$ cat config.mk
export PLATFORM = sky130hd
export DESIGN_NAME = spi_frame_sampler
export DESIGN_NICKNAME = d
export VERILOG_FILES = /design/src/rtl/spi_frame_sampler.sv
export SDC_FILE = /design/constraint.sdc
export NUM_CORES = 1
export LEC_CHECK = 0
export ABC_CLOCK_PERIOD_IN_PS = 1700
export CORE_UTILIZATION = 25
export DETAILED_ROUTE_END_ITERATION = 12
export HOLD_SLACK_MARGIN = 0.02
export PLACE_DENSITY = 0.55
export SYNTH_ARGS = -nofsm -noshare
export SYNTH_HDL_FRONTEND = slang
export SYNTH_SLANG_ARGS = --single-unit
$ cat constraint.sdc
create_clock -name sys_clk -period 1.7 [get_ports sys_clk]
set_clock_uncertainty 0.15 [all_clocks]
set_input_delay 0.51 -clock sys_clk [delete_from_list [all_inputs] [get_ports sys_clk]]
set_output_delay 0.51 -clock sys_clk [all_outputs]
set_load 0.02 [all_outputs]
$ cat src/rtl/spi_frame_sampler.sv
// ============================================================================
// Module   : spi_frame_sampler
// Brief    : Oversampling SPI receiver. Synchronizes cs_n/sclk/data_in into
//            sys_clk, frames words and flags truncated or aborted frames.
//            Optional macro SPI_SAMPLER_TIMEOUT_EN enables the idle-frame abort.
// Revision : 1.0 - initial release
// ============================================================================
`default_nettype none

module spi_frame_sampler #(
   parameter int DATA_WIDTH     = 8,
   parameter int FALL_EDGE      = 0,
   parameter int MSB_FIRST      = 1,
   parameter int TIMEOUT_CYCLES = 1024
) (
   input  logic                                sys_clk,
   input  logic                                rst,
   input  logic                                en,
   input  logic                                cs_n,
   input  logic                                sclk,
   input  logic                                data_in,
   output logic [DATA_WIDTH-1:0]               data_out,
   output logic                                data_valid,
   output logic                                frame_active,
   output logic                                frame_err,
   output logic [$clog2(DATA_WIDTH+1)-1:0]     bit_cnt
);

   localparam int C_CNT_W = $clog2(DATA_WIDTH + 1);

   generate
      if (DATA_WIDTH < 2 || DATA_WIDTH > 32 || TIMEOUT_CYCLES < 1) begin : g_param_check
         $error("spi_frame_sampler: illegal parameter value");
      end
   endgenerate

   typedef enum logic [1:0] {
      ST_STARTUP = 2'd0,
      ST_IDLE    = 2'd1,
      ST_ACTIVE  = 2'd2
   } state_t;

   state_t                r_state;
   logic [1:0]            r_cs_sync;
   logic [1:0]            r_sclk_sync;
   logic [1:0]            r_din_sync;
   logic                  r_cs_prev;
   logic                  r_sclk_prev;
   logic [1:0]            r_stab_cnt;
   logic                  r_ev_cs_fall;
   logic                  r_ev_cs_rise;
   logic                  r_ev_sample;
   logic                  r_ev_bit;
   logic [DATA_WIDTH-1:0] r_shift;

   logic                  w_stable;
   logic                  w_cs_fall;
   logic                  w_cs_rise;
   logic                  w_sclk_edge;
   logic                  w_word_done;
   logic                  w_timeout;
   logic                  w_frame_end;
   logic [DATA_WIDTH-1:0] w_shift_next;

   assign w_stable    = (r_stab_cnt == 2'd3);
   assign w_cs_fall   = r_cs_prev & ~r_cs_sync[1];
   assign w_cs_rise   = ~r_cs_prev & r_cs_sync[1];
   assign w_sclk_edge = (FALL_EDGE != 0) ? (r_sclk_prev & ~r_sclk_sync[1])
                                         : (~r_sclk_prev & r_sclk_sync[1]);

   assign w_shift_next = (MSB_FIRST != 0) ? {r_shift[DATA_WIDTH-2:0], r_ev_bit}
                                          : {r_ev_bit, r_shift[DATA_WIDTH-1:1]};

   assign w_word_done = (bit_cnt == C_CNT_W'(DATA_WIDTH));

   // Data bit is registered alongside the sclk edge it belongs to, so both
   // reach the capture logic from the same synchronizer stage.
   always_ff @(posedge sys_clk or posedge rst) begin
      if (rst) begin
         r_cs_sync    <= '0;
         r_sclk_sync  <= '0;
         r_din_sync   <= '0;
         r_cs_prev    <= 1'b0;
         r_sclk_prev  <= 1'b0;
         r_stab_cnt   <= '0;
         r_ev_cs_fall <= 1'b0;
         r_ev_cs_rise <= 1'b0;
         r_ev_sample  <= 1'b0;
         r_ev_bit     <= 1'b0;
      end else begin
         r_cs_sync    <= {r_cs_sync[0], cs_n};
         r_sclk_sync  <= {r_sclk_sync[0], sclk};
         r_din_sync   <= {r_din_sync[0], data_in};
         r_cs_prev    <= r_cs_sync[1];
         r_sclk_prev  <= r_sclk_sync[1];
         if (!w_stable)
            r_stab_cnt <= r_stab_cnt + 2'd1;
         r_ev_cs_fall <= w_stable & w_cs_fall;
         r_ev_cs_rise <= w_stable & w_cs_rise;
         r_ev_sample  <= w_stable & w_sclk_edge;
         r_ev_bit     <= r_din_sync[1];
      end
   end

`ifdef SPI_SAMPLER_TIMEOUT_EN
   localparam int C_TO_W = $clog2(TIMEOUT_CYCLES + 1);
   logic [C_TO_W-1:0] r_to_cnt;

   assign w_timeout = (r_to_cnt == C_TO_W'(TIMEOUT_CYCLES - 1)) && !r_ev_sample;
`else
   assign w_timeout = 1'b0;
`endif

   assign w_frame_end = r_ev_cs_rise || !en || w_timeout;

   always_ff @(posedge sys_clk or posedge rst) begin
      if (rst) begin
         r_state      <= ST_STARTUP;
         r_shift      <= '0;
         data_out     <= '0;
         data_valid   <= 1'b0;
         frame_active <= 1'b0;
         frame_err    <= 1'b0;
         bit_cnt      <= '0;
`ifdef SPI_SAMPLER_TIMEOUT_EN
         r_to_cnt     <= '0;
`endif
      end else begin
         data_valid <= 1'b0;
         frame_err  <= 1'b0;
         case (r_state)
            ST_STARTUP: begin
               bit_cnt      <= '0;
               frame_active <= 1'b0;
               if (w_stable)
                  r_state <= ST_IDLE;
            end
            ST_IDLE: begin
               bit_cnt <= '0;
`ifdef SPI_SAMPLER_TIMEOUT_EN
               r_to_cnt <= '0;
`endif
               if (r_ev_cs_fall && en) begin
                  r_state      <= ST_ACTIVE;
                  frame_active <= 1'b1;
               end
            end
            ST_ACTIVE: begin
               // A word that completed just before the frame end is still delivered.
               if (w_word_done) begin
                  data_out   <= r_shift;
                  data_valid <= 1'b1;
               end
`ifdef SPI_SAMPLER_TIMEOUT_EN
               if (r_ev_sample)
                  r_to_cnt <= '0;
               else
                  r_to_cnt <= r_to_cnt + C_TO_W'(1);
`endif
               if (w_frame_end) begin
                  r_state      <= ST_IDLE;
                  frame_active <= 1'b0;
                  bit_cnt      <= '0;
                  frame_err    <= w_timeout || ((bit_cnt != '0) && !w_word_done);
               end else if (r_ev_sample) begin
                  r_shift <= w_shift_next;
                  bit_cnt <= w_word_done ? C_CNT_W'(1) : bit_cnt + C_CNT_W'(1);
               end else if (w_word_done) begin
                  bit_cnt <= '0;
               end
            end
            default: begin
               r_state      <= ST_STARTUP;
               frame_active <= 1'b0;
               bit_cnt      <= '0;
            end
         endcase
      end
   end

endmodule

`default_nettype wire
==> results.yml <==
setup_path:
  path_class: "reg -> reg"
  max_stage_delay_ps: 430
  required_ps: 1720
  cp.arrival_ps: 1780
  path_cells: "inv_2, ha_4, nand3b_1, buf_4, nor2_4, mux2_4"
  worst_setup_path_start_kind: "flop"
  crit_path_end_kind: "flop"
  critPathMaxFanout: 4
  critPathBufInv: 2
  crit_path_top_delay_cell: "dfrtp_2"
  cp_top_family: "flip-flops"
synth:
  synth_fa_ha_area_frac: 0.02502
  muxShareOfSynthArea: 0.1543
  synth_top_family_by_area: "multiplexers"
  ys_seq_elements: 39
  netlist_instances: 101
  synth-edff-count: 0
  synth-compound-area-share: 0.04003
  synthSimpleGateAreaFrac: 0.1084
  synth-xor-area-share: 0.01168
  ys_warn_count: 0
  ys.flop_type: "dfrtp_1"
  synth_cell_types: 28
  ys_seq_area_frac: 0.6505
  synthArstFlopShare: 1.000
  synth_fp_nets: 110
  netlist_area_sq_um: 1500
  syn_avg_cell_area_sq_um: 14.85
sta:
  slew_viol_final: 0
  min_period_ps: 1756
  worst_slack_ps: -55.90
  max_slew_margin: 0.7772
  fmax_ghz: 0.5695
  timing.final.hold_violations: 0
  setup_violations: 4
  period_share: 1.033
  timing.hold.ws_ps: 201.7
  rsz0062_at_grt: "true"
  tns_ps: -164.7
  max_slew.worst_pin.slew_ps: 334.1
route:
  wl_per_cell_microns: 12.55
  vias: 917
  wl_mm: 2.710
  dr.pass1.iters: 4
  drc: 0
  ant_nets: 0
  viasPerCell: 4.245
  drt-initial-drc-count: 25
final_layout:
  layout_common_cells: "dfrtp_1 (37), mux2_4 (16), buf_4 (14)"
  diodes: 0
  nets: 152
  area_delta_synth_final_pct: 35.78
  final_common_cell: "dfrtp_1"
  fill_cells: 525
  instances_no_fill: 216
  drive_gt1_frac: 0.3472
placed_design:
  hpwl_mm: 1.833
  gp_congestion: 0.6817
  pre_cts_ws_ps: -290.8
  place_inst: 203
  io_buffers: 20
global_route:
  grt_start_max_net_pins: 21
  grtUsageTotal: 0.09722
  grt_pass1_vias: 977
  grt_use_met1: 0.1152
  grt-ovfl-total: 0
  grt_busiest_layer: "met2"
  antenna_found_initial: 0
  use_met2: 0.1547
  grt_pass1_wl_mm: 4.574
  met3_usage: 0.03771
pwr:
  swShare: 0.2219
  p_leak_nw: 0.9861
  p_comb_frac: 0.045
  p_seq_frac: 0.593
  internal_power_mw: 1.273
  clockPowerShare: 0.362
  power_switching_uw: 363.1
  p_per_area_nw_per_um2: 803.1
  ir_drop_mv: 0.4129
status:
  violations: "negative setup slack"
  status: "complete, but fails checks"
floorplan:
  start_util: 0.2659
  die_w_microns: 79.47
  num_rows: 27
  pin_count: 21
  fp.coreArea_sq_um: 5642
  die_h_microns: 79.47
  dieArea_sq_um: 6315
job:
  maxCapViolations: 0
clocking:
  htreeDepth: 2
  clock-sinks: 39
  numCtsBuffers: 5
  clock_tree.root_cell: "clkbuf_8"
  clk_pin_slew_ps: 70
  clock_path_buffers: 2
  cts_hold_buf: 0
  cts_tree: "done"
  clkLatencyLatePin_ps: 290
hold_path:
  hold_path_class: "reg -> reg"
## cell type report
| type | instances | area (sq um) | area share |
|---|---|---|---|
| tap | 72 | 90.09 | 0.04423 |
| sequential | 39 | 978.4 | 0.4803 |
| multi-input combinational | 59 | 576.8 | 0.2832 |
| clock inverter | 2 | 12.51 | 0.006143 |
| clock buffer | 6 | 72.57 | 0.03563 |
| inverter | 4 | 15.01 | 0.007371 |
| timing repair buffer | 34 | 291.5 | 0.1431 |
## through the flow
step	power (mW)	area, sq um	util
6_report	1.636	2037	0.3611
5_1_grt	1.726	2037	0.3611
4_1_cts	1.669	1959	0.3473
3_5_place_dp	1.065	1868	0.3311
3_3_place_gp	1.059	1868	0.3311
2_1_floorplan	1.023	1503	-
## cells by family after synthesis
logic type / after synthesis
XOR/XNOR: 2
flip-flops: 39
multiplexers: 18
buffers and inverters: 4
AND/OR/NAND/NOR: 26
AO/OA/AOI/OAI: 9
adder cells (fa/ha/maj): 3
## state kept, by name, indices dropped and copies added, names as in the netlist, 2 cells and up
name / cells
r_din_sync: 2
bit_cnt: 4
r_shift: 8
r_sclk_sync: 2
r_state: 2
data_out: 8
r_cs_sync: 2
r_stab_cnt: 2
## synthesized netlist by cell type, drive strengths merged, types with 2 or more instances
cell / instances / share of area
a21oi: 2 / 0.0067
dfrtp: 39 / 0.65
ha: 3 / 0.025
inv: 4 / 0.010
mux2: 17 / 0.15
nand2: 8 / 0.025
nand2b: 3 / 0.013
nand3b: 2 / 0.010
nor2: 3 / 0.013
nor2b: 2 / 0.0083
nor3: 2 / 0.0067
o21ai: 2 / 0.0067
xnor2: 2 / 0.012
## final timing paths
| path | from | endpoint | slack [ps] | depth (start not counted) |
|---|---|---|---|---|
| worst max-delay path | bit_cnt[1]$_DFFE_PP0P_ | data_out[6]$_DFFE_PP0P_ | -60 | 6 |
| worst min-delay path | r_sclk_sync[0]$_DFF_PP0_ | r_sclk_sync[1]$_DFF_PP0_ | 200 | 0 |
| worst max register to register | bit_cnt[1]$_DFFE_PP0P_ | data_out[6]$_DFFE_PP0P_ | -60 | 6 |
| worst min register to register | r_sclk_sync[0]$_DFF_PP0_ | r_sclk_sync[1]$_DFF_PP0_ | 200 | 0 |
| max in group asynchronous | rst | bit_cnt[0]$_DFFE_PP0P_ | 760 | 3 |
| min in group asynchronous | rst | r_din_sync[0]$_DFF_PP0_ | 420 | 3 |
## worst register-to-register path: cells and delay by family, from the launching register on
kind / cells / cell delay, ps
adders and majority gates: 1 / 130
muxes: 1 / 320
and+or+nand+nor: 2 / 340
buffers and inverters: 2 / 270
DFF: 1 / 430
## power by group through the flow
stage	registers (mW)	logic, mW	clock network (mW)
final	0.970	0.0741	0.592
after detailed placement	0.986	0.0785	0
after global routing	0.972	0.0835	0.670
after CTS	0.968	0.0758	0.625
after global placement	0.985	0.0744	0
after floorplan	0.988	0.0359	0
## metal layers
layer  share of wire  routed length [microns]
met4           0.015                       41
met2            0.49                     1334
met3           0.045                      123
met5               0                        0
met1            0.45                     1210
## timing repair
action | in CTS | in global routing
resized for setup | 17 | 21
buffers inserted | 2 | 2
pin swaps | 2 | 4
gates cloned | 1 | 0
setup endpoints to repair | 23 | 22
Note: power is estimated with default switching activity, not from simulation.
